==> src/rtl/cfg_ram_ctrl_pkg.sv <==
// Shared types, constants and select helpers for the cfg_ram bank controller.
package cfg_ram_ctrl_pkg;

  localparam int SEL_WIDTH = 8;

  typedef enum logic [1:0] {
    ST_IDLE    = 2'd0,
    ST_RD_WAIT = 2'd1,
    ST_RSP     = 2'd2
  } host_state_e;

  // Slice idx of ram_dout_bus belongs to the RAM addressed by sel.
  function automatic logic slice_hit(input logic [SEL_WIDTH-1:0] sel, input int idx);
    return (int'(sel) == idx);
  endfunction

  function automatic logic sel_in_range(input logic [SEL_WIDTH-1:0] sel, input int num_ram);
    return (int'(sel) < num_ram);
  endfunction

endpackage

==> src/rtl/cfg_ram_arb.sv <==
// Grant logic for the shared RAM port: lookups win unless the host has starved too long.
module cfg_ram_arb #(
  parameter int STARVE_LIMIT = 8
) (
  input  logic clk,
  input  logic rst,
  input  logic lk_valid,
  input  logic cfg_valid,
  input  logic host_idle,
  output logic grant_lk,
  output logic grant_cfg,
  output logic force_grant
);

  localparam int CNT_W = $clog2(STARVE_LIMIT + 1);

  logic [CNT_W-1:0] cnt_q;
  logic [CNT_W-1:0] cnt_d;
  logic             force_s;

  assign force_s     = (cnt_q == CNT_W'(STARVE_LIMIT)) & cfg_valid & host_idle;
  assign grant_lk    = lk_valid & ~force_s;
  assign grant_cfg   = cfg_valid & host_idle & (~lk_valid | force_s);
  assign force_grant = force_s;

  // Count consecutive idle cycles in which a pending host request lost to a lookup.
  always_comb begin
    cnt_d = cnt_q;
    if (grant_cfg || !cfg_valid) begin
      cnt_d = '0;
    end else if (host_idle && lk_valid) begin
      cnt_d = cnt_q + CNT_W'(1);
    end else begin
      cnt_d = cnt_q;
    end
  end

  always_ff @(posedge clk or negedge rst) begin
    if (!rst) begin
      cnt_q <= '0;
    end else begin
      cnt_q <= cnt_d;
    end
  end

endmodule

==> src/rtl/cfg_ram_ctrl.sv <==
// Shares the cfg_ram bank address port between parser lookups and host config
// writes/readbacks; owns the readback FSM and response registers.
module cfg_ram_ctrl
  import cfg_ram_ctrl_pkg::*;
#(
  parameter int ADDR_WIDTH   = 4,
  parameter int DATA_WIDTH   = 32,
  parameter int NUM_RAM      = 4,
  parameter int STARVE_LIMIT = 8
) (
  input  logic                          clk,
  input  logic                          rst,
  input  logic                          lk_valid,
  output logic                          lk_ready,
  input  logic [SEL_WIDTH-1:0]          lk_sel,
  input  logic [ADDR_WIDTH-1:0]         lk_addr,
  output logic                          lk_rvalid,
  output logic [DATA_WIDTH-1:0]         lk_rdata,
  input  logic                          cfg_valid,
  output logic                          cfg_ready,
  input  logic                          cfg_we,
  input  logic [SEL_WIDTH-1:0]          cfg_sel,
  input  logic [ADDR_WIDTH-1:0]         cfg_addr,
  input  logic [DATA_WIDTH-1:0]         cfg_wdata,
  output logic                          cfg_rvalid,
  input  logic                          cfg_rready,
  output logic [DATA_WIDTH-1:0]         cfg_rdata,
  output logic                          cfg_err,
  output logic [ADDR_WIDTH-1:0]         ram_addr,
  output logic [SEL_WIDTH-1:0]          ram_sel,
  output logic                          ram_wr_en,
  output logic [DATA_WIDTH-1:0]         ram_din,
  input  logic [NUM_RAM*DATA_WIDTH-1:0] ram_dout_bus
);

  host_state_e           state_q;
  host_state_e           state_d;
  logic                  grant_lk_s;
  logic                  grant_cfg_s;
  logic                  force_s;
  logic                  host_idle_s;
  logic                  cfg_rvalid_s;
  logic                  cfg_sel_ok_s;
  logic                  lk_rvalid_q;
  logic [SEL_WIDTH-1:0]  lk_sel_q;
  logic [SEL_WIDTH-1:0]  cfg_sel_q;
  logic [DATA_WIDTH-1:0] cfg_rdata_q;
  logic                  cfg_err_q;
  logic [DATA_WIDTH-1:0] lk_rdata_s;
  logic [DATA_WIDTH-1:0] cfg_slice_s;
  logic [ADDR_WIDTH-1:0] ram_addr_s;
  logic [SEL_WIDTH-1:0]  ram_sel_s;
  logic [DATA_WIDTH-1:0] ram_din_s;
  logic                  ram_wr_en_s;

  assign cfg_sel_ok_s = sel_in_range(cfg_sel, NUM_RAM);

  cfg_ram_arb #(
    .STARVE_LIMIT(STARVE_LIMIT)
  ) u_arb (
    .clk        (clk),
    .rst        (rst),
    .lk_valid   (lk_valid),
    .cfg_valid  (cfg_valid),
    .host_idle  (host_idle_s),
    .grant_lk   (grant_lk_s),
    .grant_cfg  (grant_cfg_s),
    .force_grant(force_s)
  );

  // Drive the shared bus from whichever request holds the grant this cycle.
  always_comb begin
    ram_addr_s  = '0;
    ram_sel_s   = '0;
    ram_din_s   = '0;
    ram_wr_en_s = 1'b0;
    if (grant_lk_s) begin
      ram_addr_s = lk_addr;
      ram_sel_s  = lk_sel;
    end else if (grant_cfg_s) begin
      ram_addr_s  = cfg_addr;
      ram_sel_s   = cfg_sel;
      ram_din_s   = cfg_wdata;
      ram_wr_en_s = cfg_we & cfg_sel_ok_s;
    end else begin
      ram_addr_s  = '0;
      ram_sel_s   = '0;
      ram_din_s   = '0;
      ram_wr_en_s = 1'b0;
    end
  end

  // Out-of-range selects hit no slice and therefore read as zero.
  always_comb begin
    lk_rdata_s  = '0;
    cfg_slice_s = '0;
    for (int i = 0; i < NUM_RAM; i++) begin
      lk_rdata_s  = lk_rdata_s  | ({DATA_WIDTH{slice_hit(lk_sel_q, i)}}  & ram_dout_bus[i*DATA_WIDTH +: DATA_WIDTH]);
      cfg_slice_s = cfg_slice_s | ({DATA_WIDTH{slice_hit(cfg_sel_q, i)}} & ram_dout_bus[i*DATA_WIDTH +: DATA_WIDTH]);
    end
  end

  always_ff @(posedge clk or negedge rst) begin
    if (!rst) begin
      state_q <= ST_IDLE;
    end else begin
      state_q <= state_d;
    end
  end

  always_comb begin
    state_d = state_q;
    case (state_q)
      ST_IDLE: begin
        if (grant_cfg_s && !cfg_we && cfg_sel_ok_s) begin
          state_d = ST_RD_WAIT;
        end else begin
          state_d = ST_IDLE;
        end
      end
      ST_RD_WAIT: state_d = ST_RSP;
      ST_RSP: begin
        if (cfg_rready) begin
          state_d = ST_IDLE;
        end else begin
          state_d = ST_RSP;
        end
      end
      default: state_d = ST_IDLE;
    endcase
  end

  always_comb begin
    host_idle_s  = 1'b0;
    cfg_rvalid_s = 1'b0;
    case (state_q)
      ST_IDLE: host_idle_s  = 1'b1;
      ST_RSP:  cfg_rvalid_s = 1'b1;
      default: begin
        host_idle_s  = 1'b0;
        cfg_rvalid_s = 1'b0;
      end
    endcase
  end

  // Lookup data always follows its grant by exactly one cycle.
  always_ff @(posedge clk or negedge rst) begin
    if (!rst) begin
      lk_rvalid_q <= 1'b0;
      lk_sel_q    <= '0;
    end else begin
      lk_rvalid_q <= grant_lk_s;
      if (grant_lk_s) begin
        lk_sel_q <= lk_sel;
      end
    end
  end

  // The RAM output still reflects the host read during RD_WAIT, even if a lookup is issued then.
  always_ff @(posedge clk or negedge rst) begin
    if (!rst) begin
      cfg_sel_q   <= '0;
      cfg_rdata_q <= '0;
      cfg_err_q   <= 1'b0;
    end else begin
      cfg_err_q <= grant_cfg_s & ~cfg_sel_ok_s;
      if (grant_cfg_s) begin
        cfg_sel_q <= cfg_sel;
      end
      if (state_q == ST_RD_WAIT) begin
        cfg_rdata_q <= cfg_slice_s;
      end
    end
  end

  assign lk_ready   = ~force_s;
  assign cfg_ready  = host_idle_s & (~lk_valid | force_s);
  assign lk_rvalid  = lk_rvalid_q;
  assign lk_rdata   = lk_rdata_s;
  assign cfg_rvalid = cfg_rvalid_s;
  assign cfg_rdata  = cfg_rdata_q;
  assign cfg_err    = cfg_err_q;
  assign ram_addr   = ram_addr_s;
  assign ram_sel    = ram_sel_s;
  assign ram_wr_en  = ram_wr_en_s;
  assign ram_din    = ram_din_s;

endmodule

==> config.mk <==
export PLATFORM = sky130hd
export DESIGN_NAME = cfg_ram_ctrl
export DESIGN_NICKNAME = d
export VERILOG_FILES = /design/src/rtl/cfg_ram_ctrl_pkg.sv /design/src/rtl/cfg_ram_arb.sv /design/src/rtl/cfg_ram_ctrl.sv
export SDC_FILE = /design/constraint.sdc
export NUM_CORES = 1
export LEC_CHECK = 0
export CAP_MARGIN = 20
export CORE_AREA = 4 4 117 119
export CTS_BUF_LIST = sky130_fd_sc_hd__clkbuf_4
export DETAILED_ROUTE_END_ITERATION = 6
export DIE_AREA = 0 0 121 123
export PLACE_DENSITY = 0.85
export REMOVE_ABC_BUFFERS = 1
export SYNTH_ARGS = -nofsm -noshare
export SYNTH_HDL_FRONTEND = slang
export SYNTH_SLANG_ARGS = --single-unit
==> constraint.sdc <==
create_clock -name clk -period 3.7 [get_ports clk]
set_clock_uncertainty 0.1 [all_clocks]
set_input_delay 0.74 -clock clk [delete_from_list [all_inputs] [get_ports clk]]
set_output_delay 0.74 -clock clk [all_outputs]
set_load 0.005 [all_outputs]
==> results.rst, run 1 <==
.. list-table::
   :header-rows: 1

   * - Metric
     - Value
   * - Result of the run
     - complete, no violations
   * - Number of antenna violations at the first check in global routing
     - 1
   * - Detailed-route vias per instance
     - 5.40
   * - Overall die height
     - 123 µm
   * - Number of global-route vias before repair
     - 4734
   * - Number of buffers on the longest clock path
     - 2
   * - Startpoint kind of the worst setup timing path
     - input pin
   * - Min Clock Period, post-route
     - 3550 ps
   * - Total of fill cells in the finished design
     - 998
   * - Final-layout worst hold slack
     - 246 ps
   * - Initial Util
     - 34.1%
   * - DRC Markers
     - 0
   * - Standard-cell row count
     - 41
   * - CP arrival
     - 2710 ps
   * - DRT iter0 DRCs
     - 151
   * - DIE AREA
     - 14900 µm²
   * - Std-Cell Core Area
     - 12600 µm²
   * - Fraction of the yosys area taken by sequential cells
     - 32.7%
   * - Number of buffers created by CTS
     - 5
   * - Cell leakage power
     - 3.04 nW
   * - Post-synthesis cell area
     - 4280 µm²
   * - Root Buffer Master
     - clkbuf_4
   * - Overall track demand over capacity in global routing
     - 21.7%
   * - Post-layout power
     - 0.00181 W
   * - Cell count after placement
     - 777
   * - Remaining max-slew budget at the tightest pin
     - 34.0%
   * - Count of input and output buffers
     - 303
   * - Post-synthesis to final-layout area growth
     - 78.3%
   * - Final TNS setup
     - 0 ps
   * - Fraction of layout instances using a drive strength above 1
     - 18.3%
   * - Endpoint required time on the critical path
     - 2860 ps
   * - CTS tree
     - built
   * - Area leader, netlist
     - mux4_2
   * - Transition time of the tightest slew-check pin
     - 990 ps
   * - Area fraction of the dominant cell type after synthesis
     - 33.7%
   * - Detailed-routing iteration count for the pre-antenna-repair pass
     - 4
   * - Layout Nets
     - 804
   * - Reported max-cap violation count
     - 0
   * - Cells taking the most area after synthesis
     - mux4_2, dfrtp_1, a22o_1, and3_1, and2_1
   * - Worst-path clk slew
     - 170 ps
   * - Average cell area after synthesis
     - 13.3 µm²
   * - Max-slew violation count
     - 0
   * - Resize count post-CTS
     - 0
   * - Global-route layer with the greatest usage
     - met2
   * - Setup violation total in the final timing report
     - 0
   * - Sum of overflow across all layers after global routing
     - 0
   * - Crit path kind
     - in -> out
   * - Count of cell types in the netlist
     - 32
   * - Met2 usage
     - 40.4%
   * - Maximum vdd drop
     - 0.000134 V
   * - Count of synthesis-stage warnings from yosys
     - 0
   * - Worst min-delay path class
     - in -> async
   * - Fraction of met3 tracks used by global routing
     - 7.46%
   * - Detailed-placement wirelength estimate
     - 13.4 mm
   * - Horizontal die dimension
     - 121 µm
   * - Count of final hold-check violations
     - 0
   * - RD Place Congestion
     - 0.852
   * - Detailed-route wire length
     - 16.6 mm
   * - Post-CTS Hold Fix Bufs
     - 0
   * - Synthesized netlist cell count
     - 323
   * - Max H-tree Level
     - 2
   * - Wire length of the first global-routing pass
     - 25.1 mm
   * - Maximum clock frequency
     - 282 MHz
   * - # clock sinks
     - 56
   * - CP Max Fanout
     - 55
   * - Total vias in the final route
     - 4245
   * - Power Dens Cells
     - 237 nW/µm²
   * - Routed len/inst
     - 21.1 µm
   * - I/O Pins
     - 304
   * - RSZ-0062 raised after global routing
     - false
   * - Maximum number of pins on one net before global-route repair
     - 56
   * - Met1 global-route usage
     - 23.6%
   * - Number of synthesized register bits
     - 56
   * - Worst-Skew Late Latency
     - 380 ps
   * - Share of the core filled with cells
     - 60.7%
   * - Antenna viol nets, final
     - 0
   * - Share of the clock period used by the worst path after layout
     - 95.9%
   * - Kind of end point of the critical path
     - primary output
   * - Fin cells
     - 786
   * - Post-CTS setup buffers
     - 0
-- flip-flops by register name, summed over array words and instances, names as in the netlist --
name and count:
cfg_err 1, cfg_rdata 32, cfg_sel_q 8, lk_rvalid 1, lk_sel_q 8, state_q 2
u_arb.cnt_q 4
-- area by class of cell --
| cell class | instances | area, µm² | area share [%] |
|---|---|---|---|
| tap | 172 | 215 | 2.82 |
| inverter | 5 | 18.8 | 0.246 |
| clock inverter | 3 | 68.8 | 0.902 |
| multi-input combinational | 225 | 2710 | 35.5 |
| clock buffer | 5 | 37.5 | 0.492 |
| timing repair buffer | 319 | 3170 | 41.6 |
| sequential | 56 | 1400 | 18.4 |
| antenna | 1 | 2.50 | 0.0328 |
-- metrics by stage --
stage,area (µm²),setup WS [ps]
after CTS,7630,166
final,7630,152
after detailed placement,7520,170
after global routing,7630,16.4
after floorplan,4120,411
after global placement,7520,187
-- synthesized netlist by cell type, drive strengths merged --
master	instances
a2111oi	1
nand4	3
nor3	2
nand2	1
and2	32
buf	14
nand3b	1
nand2b	2
o32ai	1
a31oi	3
o21ai	4
or4b	1
nor2	2
or4	2
clkbuf	23
mux2	16
and3	33
dfrtp	56
and3b	2
a22o	44
mux4	64
inv	5
ha	2
nor2b	3
nand3	2
nor4	2
a21oi	2
-- cells by family (layout without fill, tap and decap cells) --
kind of cell / count (synthesis) / in the layout / synth area share [%]
AOI/OAI and AO/OA: 55 / 55 / 11.0
adders and majority gates: 2 / 2 / 0.584
buffers and inverters: 42 / 332 / 4.32
DFF: 56 / 56 / 32.7
muxes: 80 / 80 / 37.9
other: 0 / 1 / 0
and+or+nand+nor: 88 / 88 / 13.5
-- worst paths after layout --
| kind | start | depth (start not counted) | to | slack, ps |
|---|---|---|---|---|
| worst min-delay path | rst | 1 | cfg_rdata[19]$_DFFE_PN0N_ | 250 |
| worst max-delay path | cfg_valid | 6 | ram_sel[6] | 150 |
| min in group clk | cfg_sel_q[4]$_DFFE_PN0N_ | 1 | cfg_sel_q[4]$_DFFE_PN0N_ | 430 |
| worst min register to register | cfg_sel_q[4]$_DFFE_PN0N_ | 1 | cfg_sel_q[4]$_DFFE_PN0N_ | 430 |
| worst max register to register | cfg_sel_q[3]$_DFFE_PN0N_ | 4 | cfg_rdata[30]$_DFFE_PN0N_ | 1540 |
| max in group asynchronous | rst | 2 | lk_sel_q[0]$_DFFE_PN0N_ | 2410 |
-- routing by layer --
layer	part of all wire, %	wire length (µm)
met1	35	5790
met2	54	8980
met3	9.6	1600
met4	1.4	226
met5	0	0
-- report_power, final --
group / internal [W] / switching (W) / leakage (nW) / total, W
combinational: 0.000481 / 0.000226 / 2.24 / 0.000708
sequential: 0.000638 / 0.0000486 / 0.740 / 0.000687
clock: 0.000213 / 0.000203 / 0.0558 / 0.000416
-- cell usage in the layout, fill, tap and decap left out, types with 4 or more instances in the layout --
master / Yosys / final
mux4_2: 64 / 64
clkdlybuf4s50_1: 0 / 302
mux2_2: 13 / 13
clkbuf_4: 0 / 5
inv_1: 5 / 5
dfrtp_1: 56 / 54
buf_4: 2 / 14
a22o_1: 44 / 44
o21ai_0: 4 / 4
and2_1: 32 / 32
and3_1: 33 / 33
-- worst max-delay path, stage by stage --
cell             delay, ps
clkdlybuf4s50_1        480
inv_1                  110
a2111oi_4              390
buf_12                 250
a22o_1                 180
clkdlybuf4s50_1        520
Power figures use the tool's default switching activity.
==> inputs of run 2 (changes only) <==
--- a/config.mk
+++ b/config.mk
@@ -5,6 +5,7 @@
 export SDC_FILE = /design/constraint.sdc
 export NUM_CORES = 1
 export LEC_CHECK = 0
+export ABC_CLOCK_PERIOD_IN_PS = 3700
 export CAP_MARGIN = 20
 export CORE_AREA = 4 4 117 119
 export CTS_BUF_LIST = sky130_fd_sc_hd__clkbuf_4
==> results of run 2 <==
Final layout, timing and power as in run 1 (identical DEF).
==> inputs of run 3 (changes only) <==
--- a/config.mk
+++ b/config.mk
@@ -11,7 +11,7 @@
 export CTS_BUF_LIST = sky130_fd_sc_hd__clkbuf_4
 export DETAILED_ROUTE_END_ITERATION = 6
 export DIE_AREA = 0 0 121 123
-export PLACE_DENSITY = 0.85
+export PLACE_DENSITY = 0.79
 export REMOVE_ABC_BUFFERS = 1
 export SYNTH_ARGS = -nofsm -noshare
 export SYNTH_HDL_FRONTEND = slang
==> run 3 against run 2 <==
Compared with the run above:
- hold slack improved by 56 ps
- die area stayed put
- total power is 4.2% lower
- cell count rose by 0.64%
==> results.rst, run 3 (synthesis gave the netlist of run 1 again) <==
.. list-table::
   :header-rows: 1

   * - Metric
     - Value
   * - Endpoint required time on the critical path
     - 2860 ps
   * - Largest stage delay on the critical path
     - 620 ps
   * - Worst-path clk slew
     - 160 ps
   * - Root Buffer Master
     - clkbuf_4
   * - Resize count post-CTS
     - 0
   * - Launching point of the worst reg2reg path
     - u_arb.cnt_q[0]$_DFFE_PN0P_
   * - Count of input and output buffers
     - 303
   * - CP Max Fanout
     - 13
   * - Worst-Skew Late Latency
     - 390 ps
   * - Remaining max-slew budget at the tightest pin
     - 45.5%
   * - Overall die height
     - 123 µm
   * - Worst Slack Setup Final
     - 196 ps
   * - Number of buffers on the longest clock path
     - 2
   * - Maximum vdd drop
     - 0.000195 V
   * - # clock sinks
     - 56
   * - Crit path cell chain
     - clkdlybuf4s50_1, inv_1, a31oi_2, buf_4, a22o_1, clkdlybuf4s50_1
   * - Leading cell type in the layout, fill and taps excluded
     - clkdlybuf4s50_1
   * - Most used cell along the critical path
     - clkdlybuf4s50_1
   * - Power Dens Cells
     - 228 nW/µm²
   * - Reported max-cap violation count
     - 0
   * - Share of total power in sequential cells
     - 39.4%
   * - DRT iter0 DRCs
     - 153
   * - Post-CTS Hold Fix Bufs
     - 0
   * - Crit path kind
     - in -> out
   * - Max H-tree Level
     - 2
   * - Post-CTS setup buffers
     - 0
   * - Maximum clock frequency
     - 285 MHz
   * - Share of the clock period used by the worst path after layout
     - 94.7%
   * - Count of final hold-check violations
     - 0
   * - Kind of end point of the critical path
     - primary output
   * - Transition time of the tightest slew-check pin
     - 817 ps
   * - Layout Nets
     - 809
   * - Post-synthesis to final-layout area growth
     - 78.0%
   * - Number of buffers created by CTS
     - 5
   * - Number of global-route vias before repair
     - 4764
   * - Combinational power share
     - 41.1%
   * - Worst Setup SP
     - lk_valid
   * - Register-to-Register Setup Slack
     - 1400 ps
   * - Sum of overflow across all layers after global routing
     - 0
   * - Detailed-route wire length
     - 17.0 mm
   * - Reg-to-reg critical path endpoint
     - cfg_sel_q[1]$_DFFE_PN0N_
   * - Worst min-delay path class
     - in -> async
   * - Cell leakage power
     - 3.05 nW
   * - Wire length of the first global-routing pass
     - 25.9 mm
   * - Number of antenna violations at the first check in global routing
     - 0
   * - Max-slew violation count
     - 0
   * - Min Clock Period, post-route
     - 3500 ps
   * - Pint
     - 0.00127 W
   * - P_sw
     - 0.000464 W
   * - Detailed-placement wirelength estimate
     - 13.9 mm
   * - Overall track demand over capacity in global routing
     - 22.5%
   * - Horizontal die dimension
     - 121 µm
   * - Detailed-route vias per instance
     - 5.40
   * - Critical-path top delay cell
     - clkdlybuf4s50_1
   * - Result of the run
     - complete, no violations
   * - Standard-cell row count
     - 41
   * - I/O Pins
     - 304
   * - Clock share of power
     - 19.6%
   * - Antenna viol nets, final
     - 0
   * - Switching part of the total power
     - 26.8%
   * - Total vias in the final route
     - 4272
   * - Final TNS setup
     - 0 ps
   * - Std-Cell Core Area
     - 12600 µm²
   * - Flip-flop count of the largest register after layout
     - 32
   * - Maximum number of pins on one net before global-route repair
     - 37
   * - Worst setup slack before clock tree synthesis
     - 147 ps
   * - DIE AREA
     - 14900 µm²
   * - Bufs and invs on worst path
     - 4
   * - RD Place Congestion
     - 0.863
   * - RSZ-0062 raised after global routing
     - false
   * - Highest-count cells in the layout ignoring fill and taps
     - clkdlybuf4s50_1, mux4_2, dfrtp_1
   * - Fraction of layout instances using a drive strength above 1
     - 18.9%
   * - Setup violation total in the final timing report
     - 0
   * - Detailed-routing iteration count for the pre-antenna-repair pass
     - 4
   * - Worst reg-to-reg path cell count
     - 7
   * - CP arrival
     - 2660 ps
   * - CTS tree
     - built
   * - Initial Util
     - 34.1%
   * - Startpoint kind of the worst setup timing path
     - input pin
   * - Routed len/inst
     - 21.5 µm
   * - Worst path top cell family by delay
     - buffers and inverters
   * - DRC Markers
     - 0
==> run 3: cell types whose count changed in the layout (fill, tap and decap cells not counted), sizes merged <==
cell / previous run / this run
inv: 6 / 5
bufinv: 2 / 1
buf: 17 / 22
clkbuf: 5 / 6
clkinv: 0 / 1
==> run 3: cell type report <==
type | instances | area (µm²)
diodes | 1 | 2.50
clock buffers | 6 | 45.0
clock inverters | 2 | 35.0
fillers | 1027 | 4950
inverters | 5 | 18.8
multi-input cells | 225 | 2710
flip-flops and latches | 56 | 1400
well taps | 172 | 215
repair buffers | 324 | 3190
==> run 3: power groups by stage <==
stage	combinational, W	clock, W	sequential [W]
after floorplan	0.000298	0	0.000722
after global placement	0.000705	0	0.000694
after detailed placement	0.000717	0	0.000696
after CTS	0.000718	0.000355	0.000685
after global routing	0.000760	0.000376	0.000691
final	0.000712	0.000339	0.000683
==> run 3: worst max-delay path by stage <==
stage,endpoint,slack [ps],cells past startpoint
2_1_floorplan,ram_wr_en,410,3
3_3_place_gp,ram_addr[2],210,6
3_5_place_dp,ram_din[21],150,6
4_1_cts,ram_din[21],140,6
5_1_grt,ram_din[21],30,7
6_report,ram_sel[2],200,6
==> run 3: per-layer routing <==
metal / part of all wire, % / global-route usage (%) / vias to the layer above
met5: 0 / 0 / -
met4: 2.2 / 6.44 / 0
met3: 9.4 / 6.50 / 25
met2: 55 / 44.5 / 248
met1: 33 / 22.6 / 2105
li1: - / - / 1894
==> run 3: per-stage QoR <==
step / total power, W / cells / area [µm²] / hold slack (ps) / utilization (%)
final: 0.00173 / 791 / 7620 / 302 / 60.6
after detailed placement: 0.00141 / 782 / 7540 / 382 / 60.0
after CTS: 0.00176 / 790 / 7620 / 297 / 60.6
after global placement: 0.00140 / 782 / 7540 / 375 / 60.0
after global routing: 0.00183 / 790 / 7620 / 338 / 60.6
after floorplan: 0.00102 / 286 / 4120 / 344 / -
